File: src/rtl/inst_fetch_ctrl.sv
// Instruction-fetch controller: one-entry address-tagged fetch buffer in front of a req/ack memory.
// Optional bus-wait timeout is built when FETCH_TIMEOUT_EN is defined.
module inst_fetch_ctrl #(
    parameter int unsigned TIMEOUT_CYCLES = 255
) (
    input  logic        clk,
    input  logic        rst,
    input  logic        cpu_ce_i,
    input  logic [31:0] cpu_addr_i,
    input  logic        flush_i,
    output logic [31:0] cpu_data_o,
    output logic        stallreq_o,
    output logic        fetch_err_o,
    output logic        mem_req_o,
    output logic [31:0] mem_addr_o,
    input  logic        mem_ack_i,
    input  logic [31:0] mem_data_i
);

    localparam logic [1:0] ST_IDLE  = 2'd0;
    localparam logic [1:0] ST_REQ   = 2'd1;
    localparam logic [1:0] ST_DRAIN = 2'd2;

    if (TIMEOUT_CYCLES < 1 || TIMEOUT_CYCLES > 255) begin : g_bad_timeout
        $error("inst_fetch_ctrl: TIMEOUT_CYCLES must be in 1..255");
    end

    logic [1:0]  state;
    logic        buf_valid;
    logic [31:0] buf_addr;
    logic [31:0] buf_data;
    logic        hit;
    logic        idle_hit;
    logic        timeout;

    assign hit        = cpu_ce_i && buf_valid && (cpu_addr_i == buf_addr);
    assign idle_hit   = (state == ST_IDLE) && hit;
    assign cpu_data_o = idle_hit ? buf_data : 32'h0;
    assign stallreq_o = cpu_ce_i && !idle_hit;

`ifdef FETCH_TIMEOUT_EN
    localparam logic [7:0] WAIT_LAST = 8'(TIMEOUT_CYCLES - 1);

    logic [7:0] wait_cnt;
    logic       err_q;

    // Counter restarts whenever a wait phase (REQ or DRAIN) is entered.
    assign timeout = !mem_ack_i && (wait_cnt == WAIT_LAST);

    always_ff @(posedge clk or negedge rst) begin
        if (!rst) begin
            wait_cnt <= 8'h0;
            err_q    <= 1'b0;
        end else begin
            if (state == ST_IDLE || (state == ST_REQ && flush_i))
                wait_cnt <= 8'h0;
            else
                wait_cnt <= wait_cnt + 8'h1;
            err_q <= timeout && ((state == ST_REQ && !flush_i) || state == ST_DRAIN);
        end
    end

    assign fetch_err_o = err_q;
`else
    assign timeout     = 1'b0;
    assign fetch_err_o = 1'b0;
`endif

    // Bus handshake: once mem_req_o rises, mem_req_o/mem_addr_o hold until the
    // cycle mem_ack_i=1 (data valid that same cycle); a request is never withdrawn
    // except by reset or timeout.
    always_ff @(posedge clk or negedge rst) begin
        if (!rst) begin
            state      <= ST_IDLE;
            buf_valid  <= 1'b0;
            buf_addr   <= 32'h0;
            buf_data   <= 32'h0;
            mem_req_o  <= 1'b0;
            mem_addr_o <= 32'h0;
        end else begin
            case (state)
                ST_IDLE: begin
                    if (flush_i) begin
                        buf_valid <= 1'b0;
                    end else if (cpu_ce_i && !hit) begin
                        mem_addr_o <= cpu_addr_i;
                        mem_req_o  <= 1'b1;
                        state      <= ST_REQ;
                    end
                end
                ST_REQ: begin
                    if (mem_ack_i) begin
                        mem_req_o <= 1'b0;
                        state     <= ST_IDLE;
                        if (flush_i) begin
                            buf_valid <= 1'b0;
                        end else begin
                            buf_data  <= mem_data_i;
                            buf_addr  <= mem_addr_o;
                            buf_valid <= 1'b1;
                        end
                    end else if (flush_i) begin
                        buf_valid <= 1'b0;
                        state     <= ST_DRAIN;
                    end else if (timeout) begin
                        // Aborted fetch returns a NOP under its own tag.
                        mem_req_o <= 1'b0;
                        state     <= ST_IDLE;
                        buf_data  <= 32'h0;
                        buf_addr  <= mem_addr_o;
                        buf_valid <= 1'b1;
                    end
                end
                ST_DRAIN: begin
                    if (mem_ack_i || timeout) begin
                        mem_req_o <= 1'b0;
                        state     <= ST_IDLE;
                    end
                end
                default: begin
                    mem_req_o <= 1'b0;
                    state     <= ST_IDLE;
                end
            endcase
        end
    end

endmodule

File: config.mk
export PLATFORM = sky130hd
export DESIGN_NAME = inst_fetch_ctrl
export DESIGN_NICKNAME = d
export VERILOG_FILES = /design/src/rtl/inst_fetch_ctrl.sv
export SDC_FILE = /design/constraint.sdc
export NUM_CORES = 1
export LEC_CHECK = 0
export CAP_MARGIN = 20
export CORE_MARGIN = 1.5
export CORE_UTILIZATION = 40
export CTS_CLUSTER_SIZE = 40
export DETAILED_ROUTE_END_ITERATION = 6
export GPL_ROUTABILITY_DRIVEN = 0
export HOLD_SLACK_MARGIN = 0.05
export PLACE_DENSITY = 0.8
export SKIP_CTS_REPAIR_TIMING = 1
export SLEW_MARGIN = 25
export SYNTH_ARGS = -nofsm -noshare
export SYNTH_HDL_FRONTEND = slang
export SYNTH_SLANG_ARGS = --single-unit
File: constraint.sdc
create_clock -name clk -period 2.6 [get_ports clk]
set_clock_uncertainty 0.1 [all_clocks]
set_input_delay 0.52 -clock clk [delete_from_list [all_inputs] [get_ports clk]]
set_output_delay 0.52 -clock clk [all_outputs]
set_load 0.005 [all_outputs]
==> out/results.txt, run 1 <==
# Max-Cap Violations: 0
later-pin clock latency in the skew report: 370 ps
status: finished with violations
LEAKAGE: 0.00319 uW
post-synth top area share: 55.6%
final setup margin: -729 ps
post-route ant nets: 0
largest buffer count on any clock path: 2
YS warnings: 0
Initial Utilization: 41.3%
Final Hold Viols: 0
area delta synth->final: 51.2%
clock sink total: 100
Worst EP arrival: 2710 ps
Post-synth EDFFs: 0
H-tree depth: 3
Tightest Pin Transition: 606 ps
Synth cell types: 31
Reg2Reg Setup Slack: 0 ps
drt drc: 0
ys async rst share: 100%
f_max: 300 MHz
final setup fails: 65
DR WL/cell: 17.9 um
RSZ-0062 raised after global routing: true
post-synthesis register bit count: 100
die height: 109 um
hold_ws: 52.0 ps
Setup CP Type: in -> out
part of the cycle the worst path needs: 128%
GRT Util Overall: 18.2%
DIE AREA: 11,900 um^2
Reg-to-Reg Start: buf_addr[28]$_DFFE_PN0P_
min Tclk post-route: 3330 ps
ANT cells: 0
r2r endpoint: mem_addr_o[28]$_DFFE_PN0P_
Vias/cell: 4.91
DPL Wire Length: 7.62 mm
predominant post-synthesis flop cell: dfrtp_1
Seq/Total Area, Yosys: 55.6%
vias: 3,141
VDD IR-drop max: 0.611 mV
Cell Area, Synth: 4500 um^2
gate count after technology mapping: 327
worst stage delay on the critical path: 450 ps
Critical Path RT: 1980 ps
Slew Viols, Final: 0
share of post-route cells with drive strength above 1: 42.0%
Avg Inst Size Synth: 13.8 um^2
Worst Hold Class: in -> async
commonest non-fill, non-tap cells in the layout: 100 x dfrtp_1, 93 x clkdlybuf4s50_1, 64 x mux2_2
DR pass1 iterations: 4
CTS tree: built
Final Power: 6670 uW
area of the core: 10,900 um^2
DR iter-0 viols: 99
CP max-delay cell: clkdlybuf4s50_1
max_slew headroom: 59.6%
Worst Path Buf+Inv: 6
Worst Reg-to-Reg Cells: 9
failing checks: setup timing
critical path, cell by cell: clkdlybuf4s50_1 -> xor2_1 -> nor4_2 -> nand4_1 -> nor4_4 -> buf_6 -> buf_6 -> buf_6 -> clkbuf_16 -> and2_4 -> buf_6
CTS Buf Count: 9
crit end category: primary output
port buffer count: 134
Ports: 136
Reg clk slew, reported paths: 90 ps
crit path max fanout: 8
antenna violations before repair: 0
syn_nets: 399
Die W: 109 um
crit start category: primary input
PD cells: 980 nW/um^2
grt total ovfl: 0
clock root cell: clkbuf_8
most common cell after layout, fill and taps aside: dfrtp_1
pre-CTS setup slack: -1100 ps
most used cell, CP: buf_6
fin nets: 567
fin util: 62.5%
largest net degree at the start of global routing: 47
critical path's top delay family: buffers and inverters
first-pass GRT wire length: 16.4 mm
Rows: 38
vias in the first global route: 3,195
routed wire length: 11.5 mm
main area contributors after synthesis: dfrtp_1 56%, mux2_2 17%, mux2_1 7.5%
area leader, netlist: dfrtp_1
through the flow:
stage          TNS, ps  instances  instance area (um^2)
2_1_floorplan        0        327                  4500
3_3_place_gp    -51180        607                  6160
3_5_place_dp    -55250        607                  6160
4_1_cts         -42690        623                  6390
5_1_grt         -29510        640                  6810
6_report        -23200        640                  6810
metal layers:
| layer | GRT usage (%) | vias to the layer above | share of wire, % |
|---|---|---|---|
| met2 | 30.6 | 75 | 51 |
| li1 | - | 1464 | - |
| met3 | 3.29 | 17 | 4.1 |
| met4 | 6.86 | 0 | 1.8 |
| met5 | 0 | - | 0 |
| met1 | 23.2 | 1585 | 43 |
registers in the layout, indices dropped and copies added (netlist names):
register    cells
buf_valid       1
state           2
mem_addr_o     32
mem_req_o       1
buf_data       32
buf_addr       32
worst max path at each step:
stage	from	endpoint	slack [ps]	cells after the start
after detailed placement	cpu_addr_i[5]	cpu_data_o[14]	-1100	9
after global placement	cpu_addr_i[5]	cpu_data_o[14]	-1040	9
final	cpu_addr_i[13]	cpu_data_o[14]	-730	11
after global routing	cpu_addr_i[13]	cpu_data_o[8]	-840	11
after floorplan	cpu_addr_i[30]	cpu_data_o[0]	50	6
after CTS	cpu_addr_i[5]	cpu_data_o[14]	-1100	9
cell type report:
cell class | count | area [um^2]
Clock buffer | 12 | 165
Tap cell | 140 | 175
Sequential cell | 100 | 2500
Multi-Input combinational cell | 210 | 2110
Timing Repair Buffer | 171 | 1770
Inverter | 3 | 11.3
Clock inverter | 4 | 70.1
Fill cell | 865 | 4080
logic make-up after synthesis:
kind of cell | count (synthesis) | share of synthesized area, %
flip-flops | 100 | 55.6
XOR/XNOR | 34 | 6.61
AO/OA/AOI/OAI | 7 | 1.33
AND/OR/NAND/NOR | 68 | 9.31
adder cells (fa/ha/maj) | 3 | 0.834
other | 1 | 0.0833
buffers and inverters | 17 | 2.00
multiplexers | 97 | 24.2
Yosys cell counts (all sizes together), types with 4 or more instances:
| cell type | instances |
|---|---|
| dfrtp | 100 |
| nand2 | 6 |
| nor4 | 11 |
| buf | 4 |
| mux2 | 96 |
| and2 | 33 |
| nand3 | 4 |
| xnor2 | 5 |
| xor2 | 29 |
| clkbuf | 10 |
where the power goes:
| group | total [uW] | switching [uW] | internal [uW] | leakage, uW |
|---|---|---|---|---|
| combinational | 2660 | 936 | 1730 | 0.00187 |
| sequential | 2860 | 514 | 2340 | 0.00120 |
| clock | 1150 | 532 | 618 | 0.000122 |
| total | 6670 | 1980 | 4690 | 0.00319 |
No activity file was read; power rests on OpenSTA's default activity.
==> run 2: changes to the inputs <==
Settings changed: ABC_AREA from default to 1, PLACE_DENSITY 0.8 to 0.78.
Clock period 2.6 ns to 3.5 ns, I/O delays scaled along.
==> run 2 against run 1 <==
Against the previous run: the flow now finishes without violations; setup slack improved by 800 ps; wire length increased by 14%; area after synthesis grew 13%; first-iteration DRC count grew to 2.6 times the previous value; synthesized cell count up 98%; critical path depth grew 2; critical path type unchanged.
==> out/results.txt, run 2 <==
status: complete, no violations (was finished with violations)
ys async rst share: 100% (unchanged)
Layout fillers: 1,109 (was 865)
H-tree depth: 3 (unchanged)
post-synthesis register bit count: 100 (unchanged)
post-route ant nets: 0 (unchanged)
Worst Hold Class: in -> async (unchanged)
vias in the first global route: 4,235 (was 3,195)
VDD IR-drop max: 0.270 mV (was 0.611 mV)
part of the cycle the worst path needs: 98.1%
vias: 4,471 (was 3,141)
hold_ws: 276 ps (was 52.0 ps)
Slew Viols, Final: 0 (unchanged)
Ports: 136 (unchanged)
largest net degree at the start of global routing: 53 (was 47)
sw frac: 35.5% (was 29.7%)
most common cell after layout, fill and taps aside: nand2_1 (was dfrtp_1)
clock sink total: 100 (unchanged)
ANT cells: 0 (unchanged)
post-synth top area share: 49.2% (was 55.6%)
gate count after technology mapping: 647 (was 327)
Initial Utilization: 40.7% (was 41.3%)
DIE AREA: 13,400 um^2 (was 11,900 um^2)
final setup margin: 66.7 ps (was -729 ps)
crit path max fanout: 16 (was 8)
commonest non-fill, non-tap cells in the layout: 127 x nand2_1, 122 x inv_1, 100 x dfrtp_1 (was 100 x dfrtp_1, 93 x clkdlybuf4s50_1, 64 x mux2_2)
GRT Util Overall: 19.5% (was 18.2%)
Setup CP Type: in -> out (unchanged)
DPL Wire Length: 9.33 mm (was 7.62 mm)
crit start category: primary input (unchanged)
die height: 116 um (was 109 um)
syn_nets: 719 (was 399)
largest buffer count on any clock path: 2 (unchanged)
r2r endpoint: mem_addr_o[24]$_DFFE_PN0P_ (was mem_addr_o[28]$_DFFE_PN0P_)
sequential share of power: 40.2% (was 42.8%)
Logic pwr share: 40.8% (was 39.9%)
NetSw: 1750 uW (was 1980 uW)
pre-CTS setup slack: -269 ps (was -1100 ps)
final setup fails: 0 (was 65)
routed wl met3: 463 um (was 468 um)
Reg2Reg Setup Slack: 1340 ps (was 0 ps)
min Tclk post-route: 3430 ps
Non-Filler Instances: 995 (was 640)
predominant post-synthesis flop cell: dfrtp_1 (unchanged)
fin nets: 891 (was 567)
area delta synth->final: 45.5% (was 51.2%)
sequential cell area: 2500 um^2 (unchanged)
# Max-Cap Violations: 0 (unchanged)
Synth top cells by count: 129 x nand2_1, 122 x inv_1, 100 x dfrtp_1 (was 100 x dfrtp_1, 66 x mux2_2, 33 x and2_1)
Clock power frac: 19.0% (was 17.3%)
Cell Area, Synth: 5090 um^2 (was 4500 um^2)
antenna violations before repair: 0 (unchanged)
Reg-to-Reg Start: buf_addr[13]$_DFFE_PN0P_ (was buf_addr[28]$_DFFE_PN0P_)
most frequent cell after synthesis: nand2_1 (was dfrtp_1)
Worst EP arrival: 2630 ps (was 2710 ps)
share of post-route cells with drive strength above 1: 17.5% (was 42.0%)
Reg clk slew, reported paths: 70 ps (was 90 ps)
fin util: 59.2% (was 62.5%)
Post-synth EDFFs: 0 (unchanged)
Die W: 116 um (was 109 um)
Top Layer Used: met4 (unchanged)
CTS tree: built (unchanged)
Metal-1 WL: 5.87 mm (was 4.92 mm)
Placed Area: 6890 um^2 (was 6160 um^2)
Avg Inst Size Synth: 7.87 um^2 (was 13.8 um^2)
Worst Reg-to-Reg Cells: 15 (was 9)
DR WL/cell: 13.2 um (was 17.9 um)
Power Internal: 3180 uW (was 4690 uW)
Final Hold Viols: 0 (unchanged)
CTS Buf Count: 9 (unchanged)
LEAKAGE: 0.00436 uW (was 0.00319 uW)
Tightest Pin Transition: 664 ps (was 606 ps)
clock root cell: clkbuf_16 (was clkbuf_8)
grt total ovfl: 0 (unchanged)
Post-Place Cells: 977 (was 607)
port buffer count: 134 (unchanged)
PD cells: 666 nW/um^2 (was 980 nW/um^2)
DR iter-0 viols: 261 (was 99)
Seq/Total Area, Yosys: 49.2% (was 55.6%)
Vias/cell: 4.49 (was 4.91)
Rows: 41 (was 38)
Critical Path RT: 2700 ps (was 1980 ps)
first-pass GRT wire length: 20.2 mm (was 16.4 mm)
post-route cell area: 7410 um^2 (was 6810 um^2)
DR pass1 iterations: 5 (was 4)
YS warnings: 0 (unchanged)
area of the core: 12,500 um^2 (was 10,900 um^2)
multi-input logic area: 2010 um^2 (was 2110 um^2)
routed wire length: 13.1 mm (was 11.5 mm)
crit end category: primary output (unchanged)
later-pin clock latency in the skew report: 340 ps (was 370 ps)
f_max: 291 MHz
main area contributors after synthesis: dfrtp_1 49%, nand2_1 9.5%, inv_1 9.0% (was dfrtp_1 56%, mux2_2 17%, mux2_1 7.5%)
Regs by FF count: buf_addr: 32 flops, buf_data: 32 flops, mem_addr_o: 32 flops (unchanged)
drt drc: 0 (unchanged)
max_slew headroom: 55.8% (was 59.6%)
Synth cell types: 29 (was 31)
area leader, netlist: dfrtp_1 (unchanged)
Met2 Routed Length: 6.44 mm (was 5.89 mm)
## run 2: cell count changes in the layout (fill, tap and decap cells not counted), sizes merged, moves of 27 or more
cell          delta
o21ai           +71
mux2            -96
nand2          +151
xor2            -27
nor2            +97
inv            +120
dlymetal6s2s    +39
and2            -33
a21oi           +31
## run 2: final cells by class
| class | instances | area share [%] |
|---|---|---|
| inverter | 124 | 6.28 |
| multi-input combinational | 398 | 27.1 |
| sequential | 100 | 33.8 |
| tap | 172 | 2.91 |
| timing repair buffer | 186 | 26.1 |
| clock buffer | 11 | 3.41 |
| clock inverter | 4 | 0.338 |
## run 2: critical path, stage by stage
cell	delay, ps
clkdlybuf4s50_1	520
inv_1	50
nand2_1	100
nand2_1	60
inv_1	60
nand4_1	90
nor2_1	110
nand3_1	140
nor2_4	130
nand3_4	130
clkbuf_16	210
nor2_1	150
dlymetal6s2s_1	170
## run 2: kinds of logic after synthesis
logic type	synth area share, %
AND/OR/NAND/NOR	23.5
buffers and inverters	12.5
AO/OA/AOI/OAI	12.9
flip-flops	49.2
XOR/XNOR	1.20
adder cells (fa/ha/maj)	0.738
other	0.0737
## run 2: metal layers
metal	global-route usage, %	vias up
li1	-	2298
met1	26.2	2055
met2	30.9	94
met3	3.56	24
met4	8.78	0
met5	0	-
## run 2: per-stage QoR
step / power [uW] / setup TNS, ps
3_5_place_dp: 3980 / -7450
6_report: 4940 / 0
5_1_grt: 5350 / -128
2_1_floorplan: 3090 / 0
4_1_cts: 4950 / -7650
3_3_place_gp: 3920 / -6610
## run 2: worst max path at each step
stage	slack [ps]	cells after the start	startpoint	end
6_report	70	13	cpu_addr_i[7]	cpu_data_o[18]
5_1_grt	-70	13	cpu_addr_i[7]	cpu_data_o[17]
4_1_cts	-280	12	cpu_addr_i[31]	cpu_data_o[20]
3_5_place_dp	-270	12	cpu_addr_i[31]	cpu_data_o[20]
3_3_place_gp	-210	12	cpu_addr_i[27]	cpu_data_o[15]
2_1_floorplan	1000	10	cpu_addr_i[31]	cpu_data_o[0]
## run 2: power by group through the flow
stage                     registers [uW]  clock network [uW]  logic (uW)
after floorplan                     1950                   0        1130
after CTS                           1980                 967        2000
final                               1980                 936        2020
after global routing                2050                1010        2290
after detailed placement            1990                   0        1990
after global placement              1980                   0        1940
==> run 3: changes to the inputs <==
Settings changed: CTS_CLUSTER_DIAMETER from default to 50, PLACE_DENSITY 0.78 to 0.81.
Clock period 3.5 ns to 2.9 ns, I/O delays scaled along.
==> run 3 against run 2 <==
Against the previous run: largest power group unchanged; setup slack got worse by 180 ps; sequential share of layout area fell by 0.60 points; first-iteration DRC count rose by 7.3%; die area did not move; sequential cell count did not move; global-route usage fell by 0.15 points; non-clock buffer count rose by 15; the flow now finishes with violations (setup timing).
==> out/results.txt, run 3 (synthesis gave the netlist of run 2 again) <==
status: finished with violations (was complete, no violations)
failing checks: setup timing
Layout fillers: 1,082 (was 1,109)
grt total ovfl: 0 (unchanged)
f_max: 332 MHz
post-route ant nets: 0 (unchanged)
Critical Path RT: 2220 ps (was 2700 ps)
final setup margin: -114 ps (was 66.7 ps)
crit start category: register (was primary input)
Worst Path Buf+Inv: 4 (was 5)
largest buffer count on any clock path: 2 (unchanged)
drt drc: 0 (unchanged)
clock sink total: 100 (unchanged)
most used cell, CP: buf_6
Worst EP arrival: 2330 ps (was 2630 ps)
# Max-Cap Violations: 0 (unchanged)
CP max-delay cell: dfrtp_1 (was clkdlybuf4s50_1)
layer with the highest usage: met2 (unchanged)
antenna violations before repair: 0 (unchanged)
CTS tree: built (unchanged)
fin util: 60.2% (was 59.2%)
die height: 116 um (unchanged)
Reg2Reg Setup Slack: 530 ps (was 1340 ps)
crit end category: primary output (unchanged)
min Tclk post-route: 3010 ps
vias: 4,595 (was 4,471)
met3 Resource Use GR: 3.19% (was 3.56%)
area of the core: 12,500 um^2 (unchanged)
hold_ws: 26.9 ps (was 276 ps)
share of post-route cells with drive strength above 1: 26.8% (was 17.5%)
vias in the first global route: 4,208 (was 4,235)
largest net degree at the start of global routing: 65 (was 53)
critical path's top delay family: simple AND/OR/NAND/NOR gates (was buffers and inverters)
fin nets: 906 (was 891)
DR iter-0 viols: 280 (was 261)
VDD IR-drop max: 0.488 mV (was 0.270 mV)
H-tree depth: 3 (unchanged)
Final Hold Viols: 0 (unchanged)
part of the cycle the worst path needs: 104%
Die W: 116 um (unchanged)
M2 GR Usage: 30.9% (about the same)
RSZ-0062 raised after global routing: true
clock root cell: clkbuf_16 (unchanged)
critical path, cell by cell: xor2_1 -> nor2_2 -> nand4_1 -> nor4_4 -> nand3_4 -> buf_6 -> clkbuf_16 -> buf_8 -> nor2_4 -> buf_6 (was clkdlybuf4s50_1 -> inv_1 -> nand2_1 -> nand2_1 -> inv_1 -> nand4_1 -> nor2_1 -> nand3_1 -> nor2_4 -> nand3_4 -> clkbuf_16 -> nor2_1 -> dlymetal6s2s_1)
Setup CP Type: reg -> out (was in -> out)
most common cell after layout, fill and taps aside: nand2_1 (unchanged)
Reg clk slew, reported paths: 70 ps (about the same)
Post-Place Cells: 982 (was 977)
later-pin clock latency in the skew report: 350 ps (was 340 ps)
crit path max fanout: 6 (was 16)
met1 Resource Use GR: 26.7% (was 26.2%)
max_slew headroom: 56.7% (was 55.8%)
area delta synth->final: 48.2% (was 45.5%)
Initial Utilization: 40.7% (unchanged)
CTS Buf Count: 9 (unchanged)
Slew Viols, Final: 0 (unchanged)
Tightest Pin Transition: 648 ps (was 664 ps)
final setup fails: 18 (was 0)
LEAKAGE: 0.00410 uW (was 0.00436 uW)
DR pass1 iterations: 5 (unchanged)
Non-Filler Instances: 1,012 (was 995)
routed wire length: 13.3 mm (was 13.1 mm)
PD cells: 828 nW/um^2 (was 666 nW/um^2)
GRT Util Overall: 19.4% (was 19.5%)
Rows: 41 (unchanged)
DPL Wire Length: 9.41 mm (was 9.33 mm)
first-pass GRT wire length: 20.2 mm (about the same)
Ports: 136 (unchanged)
DIE AREA: 13,400 um^2 (unchanged)
Regs by FF count: buf_addr: 32 flops, buf_data: 32 flops, mem_addr_o: 32 flops (unchanged)
Vias/cell: 4.54 (was 4.49)
Worst Hold Class: in -> async (unchanged)
commonest non-fill, non-tap cells in the layout: 122 x nand2_1, 119 x inv_1, 100 x dfrtp_1 (was 127 x nand2_1, 122 x inv_1, 100 x dfrtp_1)
worst stage delay on the critical path: 390 ps (was 520 ps)
DR WL/cell: 13.2 um (about the same)
port buffer count: 134 (unchanged)
-- run 3: changes by cell type in the layout (fill, tap and decap cells not counted), moves of 3 or more --
cell / delta
buf_2: +28
buf_4: +7
buf_6: +8
clkbuf_2: +5
clkdlybuf4s50_1: -20
dlymetal6s2s_1: -14
inv_1: -3
inv_2: +3
nand2_1: -5
nand2_2: +5
nor2_1: -19
nor2_2: +8
nor2_4: +11
-- run 3: stage by stage --
stage	instance area, um^2	TNS (ps)	worst slack, ps	power, uW
2_1_floorplan	5090	0	637	3730
3_3_place_gp	6940	-22030	-558	4750
3_5_place_dp	6940	-23660	-633	4820
4_1_cts	7260	-18950	-629	6140
5_1_grt	7540	-5660	-263	6710
6_report	7540	-1280	-114	6240
-- run 3: path summary, 6_finish.rpt --
path / endpoint / depth (start not counted) / start
hold / removal: buf_data[30]$_DFFE_PN0P_ / 1 / rst
min in group clk: mem_addr_o[31]$_DFFE_PN0P_ / 3 / cpu_addr_i[31]
setup reg to reg: mem_addr_o[19]$_DFFE_PN0P_ / 14 / buf_addr[31]$_DFFE_PN0P_
setup / recovery: cpu_data_o[21] / 10 / buf_addr[14]$_DFFE_PN0P_
max in group asynchronous: buf_addr[11]$_DFFE_PN0P_ / 2 / rst
hold reg to reg: buf_addr[1]$_DFFE_PN0P_ / 2 / buf_addr[1]$_DFFE_PN0P_
-- run 3: final cells by class --
cell class              instances  area, um^2  area share [%]
diodes                          1        2.50          0.0332
clock buffers                  11         243            3.22
clock inverters                 5        75.1           0.996
inverters                     124         465            6.17
multi-input cells             398        2160            28.7
flip-flops and latches        100        2500            33.2
well taps                     172         215            2.85
repair buffers                201        1880            24.9
-- run 3: metal layers --
metal,routed length (um),up-vias,part of all wire [%]
li1,-,2333,-
met1,5930,2120,44
met2,6550,122,49
met3,565,20,4.2
met4,296,0,2.2
met5,0,-,0
-- run 3: where the power goes --
group          total (uW)  switching [uW]  internal [uW]
Sequential           2400             355           2040
Combinational        2550            1340           1220
Clock                1290             515            776
Total                6240            2210           4030
